[src/rtl/mult4x4_seq.sv]
`default_nettype none
// ============================================================================
//  Module      : mult4x4_seq
//  Description : Unsigned sequential shift-add multiplier. Operands are
//                captured on an accepted start. One multiplier bit is
//                processed per clock. The 2*WIDTH-bit product is presented
//                on a registered output, together with a one-cycle done pulse.
//  Ports       : clk    - system clock, rising edge
//                rst_n  - synchronous active-low reset
//                start  - multiply request, sampled only while idle
//                A, B   - unsigned multiplicand / multiplier (WIDTH bits)
//                busy   - high while a multiply is in progress
//                done   - one-cycle pulse when M holds a new product
//                M      - registered product A*B (2*WIDTH bits)
//  Revision    : 1.0 - initial release
// ============================================================================
module mult4x4_seq #(
    parameter int WIDTH = 4
) (
    input  logic                 clk,
    input  logic                 rst_n,
    input  logic                 start,
    input  logic [WIDTH-1:0]     A,
    input  logic [WIDTH-1:0]     B,
    output logic                 busy,
    output logic                 done,
    output logic [2*WIDTH-1:0]   M
);

    localparam int              c_PW   = 2 * WIDTH;
    localparam int              c_CW   = (WIDTH > 2) ? $clog2(WIDTH) : 1;
    localparam logic [c_CW-1:0] c_LAST = c_CW'(WIDTH - 1);

    localparam logic [0:0] c_ST_IDLE = 1'b0;
    localparam logic [0:0] c_ST_RUN  = 1'b1;

    logic [0:0]       r_state;
    logic [c_PW-1:0]  r_mcand;
    logic [WIDTH-1:0] r_mplier;
    logic [c_PW-1:0]  r_acc;
    logic [c_CW-1:0]  r_cnt;
    logic             r_busy;
    logic             r_done;
    logic [c_PW-1:0]  r_m;

    logic [c_PW-1:0]  w_addend;
    logic [c_PW-1:0]  w_sum;

    // Partial product for the current multiplier bit. Because the total
    // product never exceeds (2^WIDTH-1)^2, the sum stays within c_PW bits.
    assign w_addend = r_mplier[0] ? r_mcand : '0;
    assign w_sum    = r_acc + w_addend;

    always_ff @(posedge clk) begin
        if (!rst_n) begin
            r_state  <= c_ST_IDLE;
            r_mcand  <= '0;
            r_mplier <= '0;
            r_acc    <= '0;
            r_cnt    <= '0;
            r_busy   <= 1'b0;
            r_done   <= 1'b0;
            r_m      <= '0;
        end else begin
            r_done <= 1'b0;
            case (r_state)
                c_ST_IDLE: begin
                    if (start) begin
                        r_mcand  <= {{WIDTH{1'b0}}, A};
                        r_mplier <= B;
                        r_acc    <= '0;
                        r_cnt    <= '0;
                        r_busy   <= 1'b1;
                        r_state  <= c_ST_RUN;
                    end
                end
                c_ST_RUN: begin
                    if (r_cnt == c_LAST) begin
                        // Last bit: publish the product directly from the
                        // adder. The accumulator itself is not needed again.
                        r_m     <= w_sum;
                        r_done  <= 1'b1;
                        r_busy  <= 1'b0;
                        r_state <= c_ST_IDLE;
                    end else begin
                        r_acc    <= w_sum;
                        r_mcand  <= {r_mcand[c_PW-2:0], 1'b0};
                        r_mplier <= {1'b0, r_mplier[WIDTH-1:1]};
                        r_cnt    <= r_cnt + c_CW'(1);
                    end
                end
                default: begin
                    r_state <= c_ST_IDLE;
                    r_busy  <= 1'b0;
                end
            endcase
        end
    end

    assign busy = r_busy;
    assign done = r_done;
    assign M    = r_m;

endmodule
`default_nettype wire

[config.mk]
export PLATFORM = sky130hd
export DESIGN_NAME = mult4x4_seq
export DESIGN_NICKNAME = d
export VERILOG_FILES = /design/src/rtl/mult4x4_seq.sv
export SDC_FILE = /design/constraint.sdc
export NUM_CORES = 1
export LEC_CHECK = 0
export ABC_AREA = 1
export ABC_CLOCK_PERIOD_IN_PS = 1670
export CAP_MARGIN = 20
export CORE_MARGIN = 2
export CORE_UTILIZATION = 56
export CTS_CLUSTER_DIAMETER = 50
export DETAILED_ROUTE_END_ITERATION = 8
export DONT_BUFFER_PORTS = 1
export PLACE_DENSITY = 0.78
export SYNTH_ARGS = -nofsm -noshare
export SYNTH_HDL_FRONTEND = slang
export SYNTH_SLANG_ARGS = --single-unit
[constraint.sdc]
create_clock -name clk -period 1.67 [get_ports clk]
set_input_delay 0.334 -clock clk [delete_from_list [all_inputs] [get_ports clk]]
set_output_delay 0.334 -clock clk [all_outputs]
set_load 0.05 [all_outputs]
Yosys cells after proc, flatten, opt, wreduce, memory -nomap -nowiden
Index checks and enable logic that the tools add are counted.
{"block": "op_classes", "multipliers": 0, "bitwise": 1, "n_reduce_logical": 4, "div_mod_pow": 0, "shifts": 0, "n_eq_ne": 4, "addsub": 2, "muxes": 20, "n_lt_le_gt_ge": 0}
{"operator": "2-to-1 mux 8 bit", "count": 5}
{"operator": "one-hot mux 8 bit (2 select lines)", "count": 2}
{"operator": "adder 8 bit", "count": 1}
{"operator": "2-to-1 mux 4 bit", "count": 2}
{"operator": "one-hot mux 4 bit (2 select lines)", "count": 1}
{"operator": "AND reduction 2 bit", "count": 4}
{"operator": "2-to-1 mux 1 bit", "count": 5}
{"operator": "2-to-1 mux 2 bit", "count": 2}
{"operator": "inequality test 2 bit (second input constant)", "count": 2}
{"operator": "one-hot mux 1 bit (2 select lines)", "count": 2}
{"operator": "one-hot mux 2 bit (2 select lines)", "count": 1}
{"operator": "adder 2 x 1 -> 2 bit (second input constant)", "count": 1}
{"operator": "== test 2 bit (second input constant)", "count": 1}
{"operator": "inequality test 2 x 1 -> 1 bit (second input constant)", "count": 1}
{"operator": "NOT 1 bit", "count": 1}
{"block": "totals", "mem_bits_ro": 0, "n_memories": 0, "ram_bits": 0, "elab_cells": 39, "ff_bits": 33, "latchBits": 0, "inputBits": 11}

Logic depth before layout (Yosys ltp)
Gate-level depths: netlist of run 1.
{"block": "depth", "depth_word": 4, "mapped_depth": 12}

Least setup slack after synthesis of run 1
No wires, ideal clock.
{"block": "synth_timing", "path_kind": "register to register", "start": "reg r_mplier[0]", "end": "reg r_acc[6]", "period_less_slack_ps": 1659, "setup_time_ps": 70, "path_slack_ps": 11, "path_buffers": 1, "path_stages_with_launch": 13, "t_arrival_ps": 1589, "cell_sequence": "dfxtp_1 -> buf_2 -> nand2_1 -> inv_1 -> ha_1 -> fa_1 -> nand2_1 -> nand2_1 -> nand3b_1 -> nand2_1 -> nand2_1 -> nand3_1 -> a21oi_1"}
{"block": "synth_via", "elab_chain_cells": 4}
{"item": "start, declared", "line_no": "39", "text": "logic [WIDTH-1:0] r_mplier;"}
{"item": "start signal, assigned", "line_no": "88", "text": "r_mplier <= {1'b0, r_mplier[WIDTH-1:1]};"}
{"item": "2-to-1 mux 8 bit", "line_no": "51", "text": "assign w_addend = r_mplier[0] ? r_mcand : '0;"}
{"item": "adder 8 bit", "line_no": "52", "text": "assign w_sum = r_acc + w_addend;"}
{"item": "2-to-1 mux 8 bit", "line_no": "78", "text": "if (r_cnt == c_LAST) begin"}
{"item": "one-hot mux 8 bit (2 select lines)", "line_no": "66", "text": "case (r_state)"}
{"item": "end signal, assigned", "line_no": "86", "text": "r_acc <= w_sum;"}
{"item": "end, declared", "line_no": "40", "text": "logic [c_PW-1:0] r_acc;"}
No other way between the ends. The select of a mux whose other input is x is not followed.
A chain may end at the register's enable or synchronous reset.

Worst setup path in the final report of run 1
{"block": "layout_timing", "start": "reg r_mcand[0]", "end": "reg r_acc[6]"}
{"block": "layout_via", "elab_chain_cells": 4}
{"item": "start, declared", "line_no": "38", "text": "logic [c_PW-1:0] r_mcand;"}
{"item": "start signal, assigned", "line_no": "69", "text": "r_mcand <= {{WIDTH{1'b0}}, A};"}
{"item": "start signal, assigned", "line_no": "87", "text": "r_mcand <= {r_mcand[c_PW-2:0], 1'b0};"}
{"item": "2-to-1 mux 8 bit", "line_no": "51"}
{"item": "adder 8 bit", "line_no": "52"}
{"item": "2-to-1 mux 8 bit", "line_no": "78"}
{"item": "one-hot mux 8 bit (2 select lines)", "line_no": "66"}
No other way between the ends. The select of a mux whose other input is x is not followed.

==> results.txt, run 1 <==
----------------------------------------------------
[Layout]
  Diodes inserted ... 0
  # nets final ... ~240
  Fraction of final layout cells sized beyond drive strength 1 ... 26.4%
  Area of all placed cells without fillers ... 1880 sq um
  Commonest cells after routing, fill and taps aside ... nand2_1, dfxtp_1, nand3_1
  Area grow syn2layout ... 11.0%
  Most common cell after layout, fill and taps aside ... nand2_1

[Detailed routing]
  1st-iter DRT viols ... 70
  Pre-antenna DRT Iters ... 6
  Vias ... between 1,000 and 1,500
  Average routed wire per standard cell ... 14.1 um
  Count of nets left with antenna violations after detail routing ... 0
  DRC errors left ... 3
  Aggregate routed wire length ... 3540 um
  Vias per Instance ... ~5.6

[Placed design]
  # port buffers ... 0
  Pre-CTS setup slack ... -0.0373 ns
  Post-DP HPWL ... about 2400 um
  GP Congestion ... 0.892
  Cell area after placement ... 1690 sq um

[CTS]
  Clock slew at reported path FFs ... 0.11 ns
  Root buf cell ... clkbuf_4
  Number of buffers inserted during clock tree synthesis ... 5
  Hold buffer count at cts ... 0
  Number of sinks on the clock net ... 33
  Later-pin clock latency in the skew report ... 0.35 ns
  Largest buffer count on any clock path ... 2
  Maximum level of the CTS H-tree ... 2
  TritonCTS clock tree ... done

[Logic synthesis]
  Nets in the synthesized netlist ... about 230
  Fraction of the yosys area taken by sequential cells ... 39.0%
  Cell types with the largest area share after synthesis ... dfxtp_1, nand2_1, ha_1
  Portion of synthesized cell area occupied by the leading cell type ... a little under 40%
  Syn Std Cell Area ... 1690 sq um
  Total number of yosys warnings ... 0
  Syn Area/Cell ... 7.95 sq um
  Cell type with the largest total area after synthesis ... dfxtp_1
  Flip-flop and latch count after synthesis ... 33
  Synth unique cells ... 29
  Synthesized netlist cell count ... 213

[Die]
  Effective utilization at floorplan ... 60.3%
  I/O pin total ... 21
  Standard-cell row count ... 19
  DIE HEIGHT ... 59.0 um
  Core outline area ... between 2000 and 3000 sq um
  DIE WIDTH ... around 60 um
  Die Area ... 3480 sq um

[GRT]
  Via count of the first global-routing pass ... 1,298
  Gr ovfl total ... 0
  Pin count of the biggest net entering global routing ... 17
  Global-route wire length before repair ... 5600 um
  Initial antenna violation count ... 0
  All-Layer GR Usage ... between 20% and 30%

[Timing]
  Share of the cycle needed by the critical path after routing ... between 90% and 100%
  Final setup viols ... 0
  Final hold violation count ... 0
  Fmax ... ~0.6 GHz
  Time the worst path needs with I/O delays and setup ... ~1.7 ns
  Final Max Tran Viols ... 0
  Worst slew margin relative to its limit ... between 60% and 70%
  Slew at the pin closest to its max-slew limit ... 0.515 ns
  Setup repair after global routing missed its margin ... true
  Final worst setup slack ... 0.0144 ns
  Worst setup skew after layout ... 0.0104 ns

[Critical path]
  Arrival time reported for the critical path endpoint ... around 2 ns
  Startpoint type of the worst setup path ... flop
  Worst setup endpoint ... r_acc[6]
  Worst-case register-to-register setup slack ... 0.01 ns
  Worst r2r path cells ... 11
  Reg2Reg Launch Point ... r_mcand[0]
  Required time of the worst setup path ... between 1.5 and 2 ns
  Critical path class ... reg2reg
  Critical path fanouts, max ... 3
  CP Capture Type ... flop
  Endpoint of the lowest-slack register-to-register path ... r_acc[6]
  Crit. Startpoint ... r_mcand[0]

[Power and ir drop]
  Power density over the cells ... 883 nW/um^2
  VDD IR-drop max ... 659 uV
  Leak ... 0.835 nW

[Worst hold path]
  Hold/Removal Path Class ... in2reg

[Job]
  Number of max-capacitance violations reported ... 0

[Status]
  Run status ... finished, violations left
  Violations in the final reports ... design-rule violations

----------------------------------------------------
[synthesized netlist by cell type, drive strengths merged]
cell type   n
nor2        7
inv        21
a21oi      19
buf         7
ha          8
nand3      18
o21ai       7
a31oi       6
dfxtp      33
nand3b      2
xor2        2
a22o        3
a21o        1
nand2      76
fa          1
or2         1
nor3        1
[metal layers]
metal,GRT usage (%),part of all wire [%],vias up
li1,-,-,703
met1,25.1,43,634
met2,36.3,49,52
met3,8.52,5.8,6
met4,10.1,1.6,0
met5,0,0,-
[logic make-up (layout without fill, tap and decap cells)]
family                   after synthesis  after routing  synth area share [%]
flip-flops                            33             33                  39.0
adder cells (fa/ha/maj)                9              9                  7.10
buffers and inverters                 28             35                  9.98
XOR/XNOR                               2              2                  1.03
AO/OA/AOI/OAI                         36             36                  14.1
AND/OR/NAND/NOR                      105            105                  28.7
[stage by stage]
step | TNS, ns | hold WS (ns) | util, % | total power, mW | cells
after floorplan | 0 | 0.428 | - | 1.02 | 213
after global placement | 0 | 0.445 | 60.3 | 1.03 | 242
after detailed placement | -0.0373 | 0.458 | 60.3 | 1.03 | 242
after CTS | 0 | 0.0855 | 63.6 | 1.66 | 250
after global routing | -0.263 | 0.0797 | 67.0 | 1.74 | 251
final | 0 | 0.0961 | 67.0 | 1.66 | 251
[worst min-delay path by stage]
stage / startpoint / endpoint / cells after the start
after CTS: rst_n / r_mcand[1] / 2
after global routing: rst_n / r_mcand[1] / 2
after detailed placement: rst_n / r_mcand[1] / 2
final: rst_n / r_mcand[1] / 2
after floorplan: r_cnt[0] / r_cnt[0] / 1
after global placement: r_cnt[0] / r_cnt[0] / 1
[registers in the layout, indices dropped and copies added (netlist names)]
signal and flops:
M 8, r_acc 8, r_mcand 8, r_mplier 4
r_cnt 2, busy 1, done 1, r_state 1
[power breakdown]
group          total, mW  internal (mW)  switching, mW
logic              0.174         0.0609          0.113
registers          0.851          0.817         0.0337
clock network      0.635          0.357          0.278
total               1.66           1.24          0.424
[final cells by class]
cell class | instances | area [sq um]
multi-input cells | 152 | 956
clock inverters | 1 | 30.0
well taps | 31 | 38.8
clock buffers | 7 | 55.1
repair buffers | 6 | 45.0
flip-flops and latches | 33 | 663
inverters | 21 | 91.3
fillers | 247 | 926
[critical path: stages (launching register included)]
cell	delay (ns)
dfxtp_1	0.34
nand2_2	0.07
inv_2	0.04
ha_4	0.15
fa_2	0.37
nand2_2	0.08
nand2_2	0.08
nand3b_1	0.12
nand2_1	0.06
nand2_1	0.09
nand3_2	0.07
a21oi_2	0.13
[timing repair]
| item | 4_1_cts | 5_1_grt |
|---|---|---|
| pin swaps | 0 | 5 |
| setup endpoints to repair | 3 | 9 |
| endpoints found under the hold margin | 0 | 0 |
| gates resized for setup | 3 | 14 |
| setup buffers | 0 | 1 |
Note: power is estimated with default switching activity, not from simulation.
==> run 2: changes to the inputs <==
CORE_UTILIZATION = 30   (was 56)
HOLD_SLACK_MARGIN = 0.03   (was not set)
PLACE_DENSITY = 0.49   (was 0.78)
==> run 2 against run 1 <==
  * The run now ends clean
  * Clock-buffer cell count up 1
  * Non-clock buffer count up 6
  * Via count down 2.9%
  * Final cell count up 19%
  * Power down 3.0%
  * Core utilization down 31 points
  * Clock skew down 0.0061 ns
  * Combinational power up 2%
  * Register-to-register slack better by 0.06 ns
  * Flip-flop and latch count unchanged
  * Global-route usage down 9.2 points
  * Fmax up 3.9%
  * Largest cell class unchanged
  * Largest power group unchanged
==> results.txt, run 2 (synthesized netlist as in run 1, its figures left out) <==
----------------------------------------------------
[Critical path]
  Startpoint type of the worst setup path ... flop (unchanged)
  Endpoint of the lowest-slack register-to-register path ... r_acc[6] (unchanged)
  Arrival time reported for the critical path endpoint ... 1.82 ns (was 1.95 ns)
  Critical path class ... reg2reg (unchanged)
  CP Capture Type ... flop (unchanged)
  Reg2Reg Launch Point ... r_mplier[0] (was r_mcand[0])
  Worst r2r path cells ... 11 (unchanged)
  Worst-case register-to-register setup slack ... 0.08 ns (was 0.01 ns)
  Critical path fanouts, max ... 4 (was 3)
  Required time of the worst setup path ... 1.89 ns (was 1.96 ns)

[Detailed routing]
  Count of nets left with antenna violations after detail routing ... 0 (unchanged)
  Vias ... 1,354 (was 1,395)
  Aggregate routed wire length ... 3630 um (was 3540 um)
  Vias per Instance ... 4.54 (was 5.56)
  Average routed wire per standard cell ... 12.2 um (was 14.1 um)
  Pre-antenna DRT Iters ... 4 (was 6)
  1st-iter DRT viols ... 58 (was 70)
  DRC errors left ... 0 (was 3)

[Timing]
  Final hold violation count ... 0 (unchanged)
  Final setup viols ... 0 (unchanged)
  Final Max Tran Viols ... 0 (unchanged)
  Worst slew margin relative to its limit ... 65.8% (was 65.6%)
  Time the worst path needs with I/O delays and setup ... 1.59 ns (was 1.66 ns)
  Fmax ... 0.628 GHz (was 0.604 GHz)
  Setup repair after global routing missed its margin ... true (unchanged)
  Total negative slack for setup checks ... 0 ns (unchanged)
  Slew at the pin closest to its max-slew limit ... 0.513 ns (was 0.515 ns)
  Share of the cycle needed by the critical path after routing ... 95.4% (was 99.1%)
  Worst setup skew after layout ... 0.00432 ns (was 0.0104 ns)
  Final worst setup slack ... 0.0769 ns (was 0.0144 ns)

[Power and ir drop]
  VDD IR-drop max ... 283 uV (was 659 uV)
  Relative contribution of sequential cells to total power ... 52.8% (was 51.3%)
  Relative contribution of combinational cells to total power ... 11.1% (was 10.5%)
  Internal ... 1.18 mW (was 1.24 mW)
  Switching component of the power ... 431 uW (was 424 uW)
  Clock share of power ... 36.2% (was 38.3%)
  Leak ... 0.860 nW (was 0.835 nW)
  Switching part of the total ... 26.8% (was 25.6%)
  Power density over the cells ... 825 nW/um^2 (was 883 nW/um^2)

[Placed design]
  DP Cell Count ... 290 (was 242)
  GP Congestion ... 0.787 (was 0.892)
  # port buffers ... 0 (unchanged)
  Pre-CTS setup slack ... 0.0201 ns (was -0.0373 ns)
  Post-DP HPWL ... 2470 um (was 2420 um)

[CTS]
  Clock slew at reported path FFs ... 0.07 ns (was 0.11 ns)
  Number of sinks on the clock net ... 33 (unchanged)
  Setup fix buffers added after clock tree synthesis ... 0 (unchanged)
  TritonCTS clock tree ... done (unchanged)
  Hold buffer count at cts ... 0 (unchanged)
  Maximum level of the CTS H-tree ... 2 (unchanged)
  Root buf cell ... clkbuf_8 (was clkbuf_4)
  Largest buffer count on any clock path ... 2 (unchanged)
  Number of buffers inserted during clock tree synthesis ... 5 (unchanged)
  Later-pin clock latency in the skew report ... 0.28 ns (was 0.35 ns)

[Die]
  Die Area ... 6260 sq um (was 3480 sq um)
  Core outline area ... 5470 sq um (was 2810 sq um)
  Standard-cell row count ... 27 (was 19)
  DIE WIDTH ... 79.1 um (was 59.0 um)
  I/O pin total ... 21 (unchanged)
  Effective utilization at floorplan ... 30.9% (was 60.3%)
  DIE HEIGHT ... 79.1 um (was 59.0 um)

[Worst hold path]
  Startpoint of the tightest hold check path ... rst_n (unchanged)
  Terminating pin of the worst hold path ... r_mcand[1] (unchanged)
  Cell depth of the worst hold path ... 2 (unchanged)
  Hold/Removal Path Class ... in2reg (unchanged)

[Layout]
  # nets final ... 245 (was 239)
  Fraction of final layout cells sized beyond drive strength 1 ... 27.4% (was 26.4%)
  Non-filler instance count after layout ... 298 (was 251)
  Commonest cells after routing, fill and taps aside ... nand2_1, dfxtp_1, nand3_1 (unchanged)
  Area grow syn2layout ... 15.2% (was 11.0%)
  Fin util ... 35.6% (was 67.0%)
  Diodes inserted ... 0 (unchanged)
  Number of fillers in the final layout ... 593 (was 247)
  Most common cell after layout, fill and taps aside ... nand2_1 (unchanged)

[GRT]
  Gr ovfl total ... 0 (unchanged)
  Pin count of the biggest net entering global routing ... 17 (unchanged)
  Initial antenna violation count ... 0 (unchanged)
  Via count of the first global-routing pass ... 1,326 (was 1,298)
  All-Layer GR Usage ... 12.8% (was 22.0%)
  Global-route wire length before repair ... 6180 um (was 5600 um)

[Job]
  Number of max-capacitance violations reported ... 0 (unchanged)

[Status]
  Run status ... finished, final reports clean (was finished, violations left)

----------------------------------------------------
-- run 2: changes by cell type in the layout (fill, tap and decap cells not counted), sizes merged --
cell | previous run | this run
bufinv | 1 | 0
clkbuf | 7 | 8
buf | 6 | 12
-- run 2: timing repair --
item / CTS / global route
pin swaps: 0 / 3
setup endpoints to repair: 1 / 7
resized for setup: 1 / 16
gates cloned: 0 / 0
hold endpoints to repair: 0 / 0
-- run 2: how the worst max path moves through the flow --
stage,startpoint,endpoint,slack (ns),cells after the start
2_1_floorplan,r_mplier[0],r_acc[6],0.01,12
3_3_place_gp,r_mplier[0],M[6],0.03,10
3_5_place_dp,r_mplier[0],r_acc[6],0.02,11
4_1_cts,r_mplier[0],r_acc[6],0.04,11
5_1_grt,r_mplier[0],r_acc[7],-0.02,10
6_report,r_mplier[0],r_acc[6],0.08,11
-- run 2: through the flow --
stage | hold WS, ns | power [mW] | cell area [sq um]
6_report | 0.162 | 1.61 | 1950
5_1_grt | 0.175 | 1.71 | 1950
4_1_cts | 0.151 | 1.63 | 1880
3_5_place_dp | 0.448 | 1.04 | 1800
3_3_place_gp | 0.449 | 1.04 | 1800
2_1_floorplan | 0.428 | 1.02 | 1690
-- run 2: area by class of cell --
class                   instances  area, sq um  share of cell area (%)
clock buffers                   8         80.1                    4.11
inverters                      21         91.3                    4.68
multi-input cells             152          936                    48.0
flip-flops and latches         33          663                    34.0
well taps                      72         90.1                    4.62
repair buffers                 12         90.1                    4.62
-- run 2: power by group through the flow --
stage                     sequential (mW)  combinational [mW]  clock, mW
after floorplan                     0.856               0.163          0
after global placement              0.866               0.177          0
after detailed placement            0.866               0.178          0
after CTS                           0.848               0.179      0.605
after global routing                0.853               0.206      0.647
final                               0.849               0.178      0.582
-- run 2: metal layers --
| metal | up-vias | track usage, % | routed length [um] |
|---|---|---|---|
| li1 | 718 | - | - |
| met4 | 0 | 4.66 | 58 |
| met1 | 603 | 16.4 | 1780 |
| met3 | 7 | 3.98 | 138 |
| met2 | 26 | 20.3 | 1660 |
| met5 | - | 0 | 0 |
-- run 2: worst max-delay path, stage by stage, from the launching register on --
cell,delay (ns)
dfxtp_2,0.33
nand2_1,0.07
inv_2,0.04
ha_4,0.15
fa_2,0.37
nand2_2,0.07
nand2_2,0.06
nand3b_1,0.10
nand2_1,0.05
nand2_1,0.07
nand3_1,0.08
a21oi_2,0.12
